<file path="src/rtl/keypad_pkg.sv">
// Shared definitions for the keypad debouncer: FSM states, default timing
// constants and a counter-width helper.
package keypad_pkg;

  typedef enum logic [1:0] {
    IDLE         = 2'd0,
    PRESS_WAIT   = 2'd1,
    HELD         = 2'd2,
    RELEASE_WAIT = 2'd3
  } state_t;

  localparam int DEFAULT_DEBOUNCE_CYCLES = 51;
  localparam int DEFAULT_REPEAT_CYCLES   = 5000000;

  // Bits needed to hold the values 0..limit.
  function automatic int cnt_width(input int limit);
    return (limit < 1) ? 1 : $clog2(limit + 1);
  endfunction

endpackage

</file>
<file path="src/rtl/debounce_timer.sv">
// Loadable saturating up-counter. reach fires on the cycle the count arrives
// at LIMIT; done stays high while it sits there.
module debounce_timer
  import keypad_pkg::*;
#(
  parameter int LIMIT = 1,
  parameter int W     = cnt_width(LIMIT)
) (
  input  logic         clk,
  input  logic         rst,
  input  logic         load,
  input  logic [W-1:0] load_val,
  input  logic         en,
  output logic         done,
  output logic         reach
);

  localparam logic [W-1:0] LIM = W'(LIMIT);

  logic [W-1:0] count;
  logic [W-1:0] count_d;

  always_comb begin
    count_d = count;
    if (load) begin
      count_d = load_val;
    end else if (en && (count != LIM)) begin
      count_d = count + W'(1);
    end
  end

  assign done = (count == LIM);
  // A counter parked at LIMIT only fires again if it is explicitly reloaded.
  assign reach = (count_d == LIM) && (load || !done);

  always_ff @(posedge clk or posedge rst) begin
    if (rst) begin
      count <= '0;
    end else begin
      count <= count_d;
    end
  end

endmodule

</file>
<file path="src/rtl/keypad_debouncer.sv">
// Debounces a scanned keypad: qualifies presses and releases over a run of
// stable samples, with optional auto-repeat while a key is held.
module keypad_debouncer
  import keypad_pkg::*;
#(
  parameter int CODE_W          = 8,
  parameter int DEBOUNCE_CYCLES = DEFAULT_DEBOUNCE_CYCLES,
  parameter int REPEAT_EN       = 0,
  parameter int REPEAT_CYCLES   = DEFAULT_REPEAT_CYCLES
) (
  input  logic              clk,
  input  logic              reset,
  input  logic              key_active,
  input  logic [CODE_W-1:0] key_code,
  output logic [CODE_W-1:0] code_out,
  output logic              press_pulse,
  output logic              release_pulse,
  output logic              held
);

  localparam int ST_W = cnt_width(DEBOUNCE_CYCLES);
  localparam int RP_W = cnt_width(REPEAT_CYCLES);

  state_t state, state_d;
  logic [CODE_W-1:0] cand, cand_d;

  logic            st_load, st_en, st_done, st_reach;
  logic [ST_W-1:0] st_val;
  logic            rp_load, rp_en, rp_done, rp_reach;
  logic [RP_W-1:0] rp_val;

  logic accept, release_ev, repeat_ev;

  debounce_timer #(.LIMIT(DEBOUNCE_CYCLES), .W(ST_W)) u_stable (
    .clk      (clk),
    .rst      (reset),
    .load     (st_load),
    .load_val (st_val),
    .en       (st_en),
    .done     (st_done),
    .reach    (st_reach)
  );

  debounce_timer #(.LIMIT(REPEAT_CYCLES), .W(RP_W)) u_repeat (
    .clk      (clk),
    .rst      (reset),
    .load     (rp_load),
    .load_val (rp_val),
    .en       (rp_en),
    .done     (rp_done),
    .reach    (rp_reach)
  );

  // Timer controls depend only on state and inputs, never on reach, so the
  // next-state logic below can use reach without forming a loop.
  always_comb begin
    st_load = 1'b0;
    st_val  = '0;
    st_en   = 1'b0;
    rp_load = 1'b1;
    rp_val  = '0;
    rp_en   = 1'b0;
    cand_d  = cand;
    unique case (state)
      IDLE: begin
        st_load = 1'b1;
        if (key_active) begin
          st_val = ST_W'(1);
          cand_d = key_code;
        end
      end
      PRESS_WAIT: begin
        if (!key_active) begin
          st_load = 1'b1;
        end else if (key_code != cand) begin
          st_load = 1'b1;
          st_val  = ST_W'(1);
          cand_d  = key_code;
        end else begin
          st_en = !st_done;
        end
      end
      HELD: begin
        st_load = 1'b1;
        if (!key_active) begin
          st_val = ST_W'(1);
        end else if (REPEAT_EN != 0) begin
          // Restart at 1 after a repeat so the period stays REPEAT_CYCLES.
          if (rp_done) begin
            rp_val = RP_W'(1);
          end else begin
            rp_load = 1'b0;
            rp_en   = 1'b1;
          end
        end
      end
      RELEASE_WAIT: begin
        if (key_active) begin
          st_load = 1'b1;
        end else begin
          st_en = !st_done;
        end
      end
      default: st_load = 1'b1;
    endcase
  end

  always_comb begin
    state_d    = state;
    accept     = 1'b0;
    release_ev = 1'b0;
    repeat_ev  = 1'b0;
    unique case (state)
      IDLE: begin
        if (key_active) begin
          accept  = st_reach;
          state_d = st_reach ? HELD : PRESS_WAIT;
        end
      end
      PRESS_WAIT: begin
        if (!key_active) begin
          state_d = IDLE;
        end else if (st_reach) begin
          accept  = 1'b1;
          state_d = HELD;
        end
      end
      HELD: begin
        if (!key_active) begin
          release_ev = st_reach;
          state_d    = st_reach ? IDLE : RELEASE_WAIT;
        end else begin
          repeat_ev = rp_reach;
        end
      end
      RELEASE_WAIT: begin
        if (key_active) begin
          state_d = HELD;
        end else if (st_reach) begin
          release_ev = 1'b1;
          state_d    = IDLE;
        end
      end
      default: state_d = IDLE;
    endcase
  end

  always_ff @(posedge clk or posedge reset) begin
    if (reset) begin
      state         <= IDLE;
      cand          <= '0;
      code_out      <= '0;
      press_pulse   <= 1'b0;
      release_pulse <= 1'b0;
      held          <= 1'b0;
    end else begin
      state         <= state_d;
      cand          <= cand_d;
      press_pulse   <= accept || repeat_ev;
      release_pulse <= release_ev;
      held          <= (state_d == HELD) || (state_d == RELEASE_WAIT);
      if (accept) begin
        code_out <= cand_d;
      end
    end
  end

endmodule

</file>
<file path="config.mk">
export PLATFORM = sky130hd
export DESIGN_NAME = keypad_debouncer
export DESIGN_NICKNAME = d
export VERILOG_FILES = /design/src/rtl/keypad_pkg.sv /design/src/rtl/debounce_timer.sv /design/src/rtl/keypad_debouncer.sv
export SDC_FILE = /design/constraint.sdc
export NUM_CORES = 1
export LEC_CHECK = 0
export BUFFER_PORTS_ARGS = -buffer_cell sky130_fd_sc_hd__buf_2
export CORE_MARGIN = 5
export CORE_UTILIZATION = 29
export CTS_BUF_LIST = sky130_fd_sc_hd__clkbuf_4 sky130_fd_sc_hd__clkbuf_8
export DETAILED_ROUTE_END_ITERATION = 16
export MAX_ROUTING_LAYER = met4
export PLACE_DENSITY = 0.44
export SKIP_LAST_GASP = 1
export SYNTH_ARGS = -nofsm -noshare
export SYNTH_HDL_FRONTEND = slang
export SYNTH_SLANG_ARGS = --single-unit
</file>
<file path="constraint.sdc">
create_clock -name clk -period 4.85 [get_ports clk]
set_input_delay 1.455 -clock clk [delete_from_list [all_inputs] [get_ports clk]]
set_output_delay 1.455 -clock clk [all_outputs]
set_load 0.05 [all_outputs]
</file>
==> metrics.cfg, run 1 <==
[die]
die_h_um = 79.2
fp.dieW_um = 79.2
io-pin-count = 22
placementRows = 25
die-area_um2 = 6270
core_um2 = 4690
initial_core_util = 0.296

[place]
portBuffers = 21
place_congestion = 0.679
hpwl_um = 2080

[setup_path]
start_kind = input port
cp_max_fo = 4
cp-end-kind = flip-flop
cp_cell_sequence = buf_2 -> xnor2_1 -> nand3_1 -> o41ai_2 -> mux2_2 -> mux2_1
critPathBufInv = 1
critPathLaunch = key_code[6]
slowest_stage = o41ai_2
reg2reg_from = u_stable.count[0]
required_ns = 5.00
cpPeakStageDelay_ns = 0.63
crit_family = multiplexers
rrSetupSlack_ns = 2.40
path_class = input port to flip-flop
arrival_ns = 3.24

[synthesis]
ys_ff_latch = 27
ys_types = 36
yosys.area.top_type = dfrtp_1
synth_top_area_share = 0.487
syn_inst = 121
synth_area_leaders = dfrtp_1 (49%), xnor2_1 (5.0%), mux2_2 (4.9%), nand2_1 (4.6%), mux2_4 (4.3%)
yosysWarnings = 0
netlist_area_um2 = 1390
syn_avg_cell_area_um2 = 11.5
ys_seq_area_frac = 0.487
syn-num-nets = 133

[cells_and_area]
diodes = 0
drive_above_1_share = 0.292
regArea_um2 = 676
multi_input_area_um2 = 696
fin_nets = 157
fillers = 500
syn_to_final_growth_pct = 15.1

[detailed_routing]
drt_iter0_markers = 26
wirelength_um = 2720
antenna_left = 0
drt-pass1-iter-count = 4
avgViaCountPerCell = 4.86
wl_per_cell_um = 13.7
num_vias = 962
drc_errors = 0

[global_routing]
grt_antenna_before_repair = 0
grt_pass1_wl_um = 4850
globalRouteOverflowTotal = 0
grt_pass1_vias = 998
grt_start_max_net_pins = 28
grtUsageTotal = 0.0995

[sta]
drv_slew = 0
max_freq_mhz = 324
skew_ns = 0.00506
finalCritPeriodShare = 0.636
rsz0062_at_grt = false
tightest_slew_ns = 1.03
hold_viol = 0
slew_headroom = 0.316
setup_violations = 0
fin_crit_ns = 3.08
setup_tns_ns = 0

[min_path]
hold_path_class = flip-flop to flip-flop
hp-start = code_out[1]

[cts]
cts-resized-gates = 0
clockBufferDepth = 2
cts_root_buf = clkbuf_8
cts_buffers = 3
cts.hold.buffers_added = 0
cts_setup_buffers = 0
insertion_delay_ns = 0.27
path_clk_slew_ns = 0.09
cts.sinks = 27
h-tree-depth = 1
cts_tree = yes

[power]
power_density_nw_per_um2 = 258
power.total_uw = 413
ir_drop_mv = 0.118
p_leak_nw = 0.757

[flow_run]
maxCapViolCount = 0

[status]
outcome = finished, final reports clean

-- power by group --
part           internal (mW)  leakage, nW  switching, mW  total [mW]
clock                 0.0644       0.0262         0.0674       0.132
sequential             0.232        0.357        0.00684       0.239
combinational         0.0188        0.374         0.0231      0.0419
total                  0.315        0.757         0.0973       0.413
-- routing by layer --
layer / track usage / wire, µm / vias up
met3: 0.0215 / 109 / 4
met5: - / 0 / -
met4: 0.0258 / 25 / 0
li1: - / - / 474
met1: 0.126 / 1270 / 466
met2: 0.162 / 1320 / 18
-- cell usage after synthesis, drive strengths merged --
| library cell | n |
|---|---|
| a211oi | 2 |
| a21o | 1 |
| a21oi | 3 |
| a2bb2oi | 3 |
| a31o | 1 |
| and2 | 2 |
| and3 | 1 |
| and3b | 1 |
| and4 | 1 |
| buf | 1 |
| clkbuf | 1 |
| dfrtp | 27 |
| ha | 1 |
| inv | 1 |
| mux2 | 14 |
| nand2 | 17 |
| nand2b | 3 |
| nand3 | 4 |
| nand3b | 1 |
| nand4 | 2 |
| nand4bb | 1 |
| nor2 | 5 |
| nor2b | 4 |
| nor3 | 4 |
| o21a | 2 |
| o21ai | 1 |
| o221ai | 1 |
| o22ai | 1 |
| o41ai | 1 |
| xnor2 | 8 |
| xor2 | 6 |
-- final timing paths --
path	to	cells after the start
min	code_out[1]	1
max in group asynchronous	cand[7]	2
min in group asynchronous	u_stable.count[1]	2
max	code_out[1]	6
max reg2reg	code_out[1]	6
min reg2reg	code_out[1]	1
-- state kept, by name (all words and copies together), names as in the netlist --
signal and flops:
cand 8, code_out 8, held 1, press_pulse 1
release_pulse 1, state 2, u_stable.count 6
-- metrics by stage --
stage / instances / area, µm² / worst slack [ns] / utilization / hold WS (ns)
6_report: 198 / 1600 / 1.77 / 0.340 / 0.489
5_1_grt: 198 / 1600 / 1.59 / 0.340 / 0.515
2_1_floorplan: 121 / 1390 / 1.86 / - / 0.486
3_5_place_dp: 194 / 1550 / 1.42 / 0.330 / 0.477
4_1_cts: 198 / 1600 / 1.70 / 0.340 / 0.501
3_3_place_gp: 194 / 1550 / 1.46 / 0.330 / 0.464
-- layout by cell type, fill, tap and decap left out --
cell type,n
a211oi_1,1
a211oi_2,1
a21o_1,1
a21oi_1,2
a21oi_2,1
a2bb2oi_1,3
a31o_2,1
and2_1,2
and3_1,1
and3b_4,1
and4_1,1
buf_2,21
clkbuf_4,1
clkbuf_8,3
dfrtp_1,27
ha_1,1
inv_1,1
mux2_1,4
mux2_2,6
mux2_4,4
nand2_1,17
nand2b_1,3
nand3_1,4
nand3b_1,1
nand4_1,2
nand4bb_1,1
nor2_1,5
nor2b_1,4
nor3_1,3
nor3_4,1
o21a_1,2
o21ai_0,1
o221ai_2,1
o22ai_1,1
o41ai_2,1
xnor2_1,8
xor2_1,6
-- cells by family after synthesis --
logic type / synth area share
AO/OA/AOI/OAI: 0.100
XOR/XNOR: 0.0884
adder cells (fa/ha/maj): 0.00902
buffers and inverters: 0.0117
flip-flops: 0.487
multiplexers: 0.124
AND/OR/NAND/NOR: 0.179
-- cell type report --
type                    count  area share
clock buffers               4      0.0306
inverters                   1     0.00235
multi-input cells          91       0.436
flip-flops and latches     27       0.423
repair buffers             21      0.0658
well taps                  54      0.0423
No activity file was read; power rests on OpenSTA's default activity.
==> inputs of run 2 (changes only) <==
- ABC_AREA: not set -> 1
- PLACE_DENSITY: 0.44 -> 0.46
- clock period: 4.85 -> 2.5 ns (I/O delays scaled with it)
==> run 2 against run 1 <==
  * Clock skew fell by 0.00063 ns
  * Largest cell class unchanged
  * Critical endpoint is now code_out[4]
  * Area after synthesis rose by 13%
  * Worst hold slack got worse by 0.011 ns
  * Critical path type unchanged
  * Count of clock-buffer cells in the layout fell by 1
  * Via count rose by 33%
==> metrics.cfg, run 2 <==
[setup_path]
cp_max_fo = 10  ; +6
slowest_stage = buf_2
path_class = input port to flip-flop
cp-end-kind = flip-flop
reg2reg_depth = 12  ; +6
arrival_ns = 2.24  ; -1.00 ns
crit_family = simple AND/OR/NAND/NOR gates
required_ns = 2.67  ; -2.33 ns
rrSetupSlack_ns = 0.51  ; -1.89 ns
critPathLaunch = key_active
reg2reg_from = u_stable.count[0]
start_kind = input port
r2r-end = held
cp_cell_sequence = buf_2 -> inv_1 -> nor2_1 -> nand3_1 -> nand2_4 -> buf_4 -> nand4_1 -> nor2_1 -> nand4_4 -> nand2_1 -> nand2_1
critPathBufInv = 3  ; +2
cpPeakStageDelay_ns = 0.22  ; -0.41 ns

[cells_and_area]
diodes = 0  ; unchanged
fin_nets = 233  ; +48%
final_cell_area_um2 = 1790  ; +12%
layout_commonest_cell = nand2_1
fillers = 550  ; +10%
layout_common_cells = nand2_1 (54), dfrtp_1 (27), o21ai_0 (25)
regArea_um2 = 676  ; unchanged
multi_input_area_um2 = 741  ; +6.5%
drive_above_1_share = 0.223  ; -0.0689
largestRegisters = cand: 8 flops, code_out: 8 flops, u_stable.count: 6 flops
fin_util = 0.347  ; +0.00661
fin_cells = 290  ; +46%
syn_to_final_growth_pct = 14.9

[cts]
path_clk_slew_ns = 0.10  ; about the same
h-tree-depth = 1  ; unchanged
insertion_delay_ns = 0.27  ; about the same
cts_root_buf = clkbuf_8
cts_buffers = 3  ; unchanged
cts_tree = yes
cts_setup_buffers = 0  ; unchanged
cts-resized-gates = 0  ; unchanged
cts.hold.buffers_added = 0  ; unchanged
clockBufferDepth = 2  ; unchanged
cts.sinks = 27  ; unchanged

[synthesis]
synth_mux_area_frac = 0  ; -0.124
synthArstFlopShare = 1.00  ; unchanged
yosysWarnings = 0  ; unchanged
synth-simple-area-share = 0.329  ; +0.150
synth_top_family_by_area = simple AND/OR/NAND/NOR gates
syn_inst = 196  ; +62%
synth_compound_area_frac = 0.0865  ; -0.0136
synth-xor-area-share = 0.0505  ; -0.0379
synth-edff-count = 0  ; unchanged
ys_ff_latch = 27  ; unchanged
synth_top_area_share = 0.433  ; -0.0542
ys_types = 25  ; -31%
synth_area_leaders = dfrtp_1 (43%), nand2_1 (13%), o21ai_0 (8.0%), inv_1 (5.8%), nand4_1 (4.8%)
yosys.area.top_type = dfrtp_1
ys_top_cells_by_count = nand2_1 (54), dfrtp_1 (27), o21ai_0 (25), inv_1 (24), nand4_1 (12)
ys_seq_area_frac = 0.433  ; -0.0542
syn-num-nets = 208  ; +56%
synthFlopType = dfrtp_1
synthAdderAreaFrac = 0.00801  ; -0.00100
yosysMostFrequentCell = nand2_1
syn_avg_cell_area_um2 = 7.97  ; -31%
netlist_area_um2 = 1560  ; +13%

[sta]
rsz0062_at_grt = false
fin_crit_ns = 2.07
skew_ns = 0.00443  ; -0.000632 ns
setup_tns_ns = 0  ; unchanged
slew_headroom = 0.694  ; +0.378
setup_violations = 0  ; unchanged
tightest_slew_ns = 0.457  ; -0.568 ns
drv_slew = 0  ; unchanged
hold_viol = 0  ; unchanged
max_freq_mhz = 484
hold_ws_ns = 0.478  ; -0.0114 ns
finalCritPeriodShare = 0.827
setup_slack_ns = 0.432  ; -1.33 ns

[status]
outcome = finished, final reports clean

[global_routing]
grt_pass1_wl_um = 6070  ; +25%
grtUsageTotal = 0.109  ; +0.00948
grt_pass1_vias = 1261  ; +26%
globalRouteOverflowTotal = 0  ; unchanged
grt_antenna_before_repair = 0  ; unchanged
grt_start_max_net_pins = 28  ; unchanged

[min_path]
hp-start = code_out[3]
whs_path_depth = 2  ; +1
hold_path_class = flip-flop to flip-flop
hold_path_end = code_out[3]

[detailed_routing]
avgViaCountPerCell = 4.42  ; -9.1%
wirelength_um = 3430  ; +26%
drt-pass1-iter-count = 4  ; unchanged
wl_per_cell_um = 11.8  ; -14%
antenna_left = 0  ; unchanged
num_vias = 1281  ; +33%
drt_iter0_markers = 101  ; +290%
drc_errors = 0  ; unchanged

[flow_run]
maxCapViolCount = 0  ; unchanged

[place]
place_ws_ns = 0.101  ; -1.32 ns
placedCellCount = 286  ; +47%
hpwl_um = 2560  ; +23%
place_congestion = 0.794  ; +17%
place_area_um2 = 1750  ; +13%
portBuffers = 21  ; unchanged

[die]
placementRows = 26  ; +4.0%
fp.dieW_um = 83.4  ; +5.3%
io-pin-count = 22  ; unchanged
core_um2 = 5170  ; +10%
die_h_um = 83.4  ; +5.3%
initial_core_util = 0.302  ; +0.00615
die-area_um2 = 6950  ; +11%

[power]
power_density_nw_per_um2 = 451  ; +74%
p_leak_nw = 1.00  ; +32%
ir_drop_mv = 0.186  ; +58%
power.total_uw = 809  ; +96%

## run 2: cell count changes in the layout (fill, tap and decap cells not counted), sizes merged, moves of 3 or more
cell / change
a2bb2oi: -3
buf: +4
inv: +28
mux2: -14
nand2: +41
nand2b: -3
nand3: +7
nand4: +12
nor2: +7
nor2b: -4
o21ai: +24
xnor2: -3
## run 2: worst max path at each step
stage | to | depth (start not counted)
final | code_out[4] | 11
after floorplan | held | 13
after global placement | code_out[1] | 11
after detailed placement | code_out[5] | 11
after global routing | code_out[6] | 15
after CTS | code_out[7] | 11
## run 2: report_power, final
| part | total, mW | leakage [nW] | switching [mW] | internal, mW |
|---|---|---|---|---|
| combinational | 0.0924 | 0.612 | 0.0598 | 0.0327 |
| sequential | 0.457 | 0.364 | 0.00873 | 0.449 |
| clock | 0.259 | 0.0255 | 0.147 | 0.112 |
## run 2: area by class of cell
type | count | area share
multi-input cells | 135 | 0.413
flip-flops and latches | 27 | 0.377
repair buffers | 25 | 0.0753
inverters | 29 | 0.0607
well taps | 70 | 0.0488
clock buffers | 3 | 0.0230
clock inverters | 1 | 0.00279
## run 2: logic make-up after synthesis
logic type / after synthesis
AND/OR/NAND/NOR: 98
buffers and inverters: 34
AO/OA/AOI/OAI: 27
flip-flops: 27
XOR/XNOR: 9
adder cells (fa/ha/maj): 1
## run 2: metal layers
metal  vias up  global-route usage  wire length [µm]
met3         4              0.0188               103
met4         0              0.0357                38
met1       573               0.156              1820
met2        25               0.155              1460
li1        679                   -                 -
met5         -                   -                 0
## run 2: worst reg2reg max path: stages (launching register included)
cell	delay, ns
dfrtp_1	0.43
ha_1	0.33
nand3_2	0.12
nand2_1	0.13
inv_2	0.09
nand3_1	0.13
inv_2	0.05
nor2_2	0.10
nand2_2	0.09
nor2_8	0.17
nand2_4	0.08
nand2_1	0.09
nand2_1	0.06
==> inputs of run 3 (changes only) <==
- clock period: 2.5 -> 1.9 ns (I/O delays scaled with it)
==> run 3 against run 2 <==
  * Clock power rose by 35%
  * Largest cell class unchanged
  * Critical path depth is 2 higher
  * First-iteration DRC count is 46% lower
==> metrics.cfg, run 3 (synthesized netlist as in run 2, its figures left out) <==
[status]
outcome = finished, final reports clean

[setup_path]
slowest_stage = dfrtp_1
cp_max_fo = 5  ; -5
start_kind = flip-flop
path_class = flip-flop to flip-flop
cpPeakStageDelay_ns = 0.40  ; +0.18 ns
cp_cell_sequence = buf_6 -> nand2_2 -> nand2_1 -> nand2_1 -> nor2_2 -> nand3_2 -> nand2_4 -> buf_6 -> nand4_1 -> nor2_4 -> nand4_4 -> nand2_1 -> nand2_1
cp-end-kind = flip-flop
critPathBufInv = 2  ; -1
arrival_ns = 2.05  ; -0.19 ns
crit_top_cell = nand2_1
crit_family = simple AND/OR/NAND/NOR gates
required_ns = 2.08  ; -0.59 ns

[place]
placedCellCount = 307  ; +7.3%
place_area_um2 = 1930  ; +10%
portBuffers = 21  ; unchanged
place_congestion = 0.814  ; +2.6%
hpwl_um = 2680  ; +5.0%

[power]
p_leak_nw = 1.17  ; +17%
p_comb_frac = 0.141  ; +0.027
switching_share = 0.273  ; +0.00681
seqPwrFrac = 0.544  ; -0.022
p_int_uw = 805  ; +36%
ir_drop_mv = 0.253  ; +36%
power_density_nw_per_um2 = 517  ; +15%
pwr-share-clk = 0.315  ; -0.005
power_switching_uw = 303  ; +40%

[sta]
tightest_slew_ns = 0.501  ; +0.0434 ns
rsz0062_at_grt = true
slew_headroom = 0.665  ; -0.0290
finalCritPeriodShare = 0.984
skew_ns = 0.00246  ; -0.00197 ns
setup_violations = 0  ; unchanged
max_freq_mhz = 535
drv_slew = 0  ; unchanged
fin_crit_ns = 1.87
hold_viol = 0  ; unchanged

[cts]
cts_root_buf = clkbuf_8
clockBufferDepth = 2  ; unchanged
h-tree-depth = 1  ; unchanged
cts_buffers = 3  ; unchanged
insertion_delay_ns = 0.28  ; about the same
cts.sinks = 27  ; unchanged
cts_tree = yes
path_clk_slew_ns = 0.10  ; about the same

[die]
placementRows = 26  ; unchanged
initial_core_util = 0.302  ; unchanged
die-area_um2 = 6950  ; unchanged
die_h_um = 83.4  ; unchanged
core_um2 = 5170  ; unchanged
io-pin-count = 22  ; unchanged
fp.dieW_um = 83.4  ; unchanged

[cells_and_area]
layout_common_cells = nand2_1 (46), dfrtp_1 (27), buf_4 (27)
final_cell_area_um2 = 2140  ; +20%
largestRegisters = cand: 8 flops, code_out: 8 flops, u_stable.count: 6 flops
drive_above_1_share = 0.390  ; +0.167
layout_commonest_cell = nand2_1
fin_cells = 319  ; +10%
fin_nets = 262  ; +12%
diodes = 0  ; unchanged
syn_to_final_growth_pct = 37.3

[detailed_routing]
num_vias = 1396  ; +9.0%
avgViaCountPerCell = 4.38  ; -0.93%
drc_errors = 0  ; unchanged
drt-pass1-iter-count = 4  ; unchanged
antenna_left = 0  ; unchanged
drt_iter0_markers = 55  ; -46%
wirelength_um = 3880  ; +13%
wl_per_cell_um = 12.2  ; +2.9%

[global_routing]
grt_antenna_before_repair = 0  ; unchanged
globalRouteOverflowTotal = 0  ; unchanged
grtUsageTotal = 0.120  ; +0.0106
grt_start_max_net_pins = 28  ; unchanged
grt_pass1_vias = 1378  ; +9.3%
grt_pass1_wl_um = 6630  ; +9.3%

[flow_run]
maxCapViolCount = 0  ; unchanged

[min_path]
hold_path_class = input port to asynchronous set/reset pin

==> run 3: worst reg2reg max path, cell delays in order, from the launching register on <==
cell     delay [ns]
dfrtp_1        0.40
buf_6          0.11
nand2_2        0.03
nand2_1        0.05
nand2_1        0.06
nor2_2         0.13
nand3_2        0.13
nand2_4        0.12
buf_6          0.11
nand4_1        0.12
nor2_4         0.20
nand4_4        0.16
nand2_1        0.10
nand2_1        0.05
==> run 3: metal layers <==
layer / global-route usage / part of all wire / wire length, µm / vias to the layer above
met3: 0.0208 / 0.029 / 112 / 4
li1: - / - / - / 735
met4: 0.0401 / 0.0098 / 38 / 0
met2: 0.179 / 0.47 / 1820 / 22
met1: 0.163 / 0.49 / 1910 / 635
met5: - / 0 / 0 / -
==> run 3: stage by stage <==
| step | setup TNS (ns) | power, mW | hold slack (ns) | setup slack, ns | utilization |
|---|---|---|---|---|---|
| after floorplan | 0 | 0.694 | 0.491 | 0.0449 | - |
| after global placement | -3.36 | 0.750 | 0.458 | -0.307 | 0.373 |
| after detailed placement | -3.38 | 0.750 | 0.457 | -0.315 | 0.373 |
| after CTS | 0 | 1.11 | 0.350 | 0.0100 | 0.396 |
| after global routing | -0.870 | 1.17 | 0.399 | -0.120 | 0.415 |
| final | 0 | 1.11 | 0.340 | 0.0296 | 0.415 |
==> run 3: cell type report <==
| class | instances | area [µm²] |
|---|---|---|
| Multi-Input combinational cell | 137 | 853 |
| Clock inverter | 1 | 7.51 |
| Sequential cell | 27 | 676 |
| Fill cell | 519 | 3030 |
| Clock buffer | 3 | 41.3 |
| Timing Repair Buffer | 52 | 370 |
| Tap cell | 70 | 87.6 |
| Inverter | 29 | 109 |
==> run 3: power by group through the flow <==
stage / logic [mW] / clock network, mW / registers, mW
2_1_floorplan: 0.0828 / 0 / 0.611
4_1_cts: 0.143 / 0.368 / 0.600
5_1_grt: 0.176 / 0.386 / 0.605
3_3_place_gp: 0.139 / 0 / 0.611
3_5_place_dp: 0.138 / 0 / 0.611
6_report: 0.156 / 0.349 / 0.602
==> run 3: final timing paths <==
| path | start | endpoint | slack (ns) | cells past startpoint |
|---|---|---|---|---|
| max | cand[5] | code_out[2] | 0.03 | 13 |
| min | reset | u_stable.count[1] | 0.34 | 3 |
| max reg2reg | cand[5] | code_out[2] | 0.03 | 13 |
| min reg2reg | code_out[0] | code_out[0] | 0.48 | 2 |
| max in group asynchronous | reset | cand[7] | 1.29 | 3 |
| min in group clk | code_out[0] | code_out[0] | 0.48 | 2 |
==> run 3: what timing repair did <==
action                     in CTS  in global routing
buffers inserted                2                  4
resized for setup               7                 19
hold buffers                    0                  0
gates cloned                    2                  0
pin swaps                       4                 19
setup endpoints to repair       8                 13
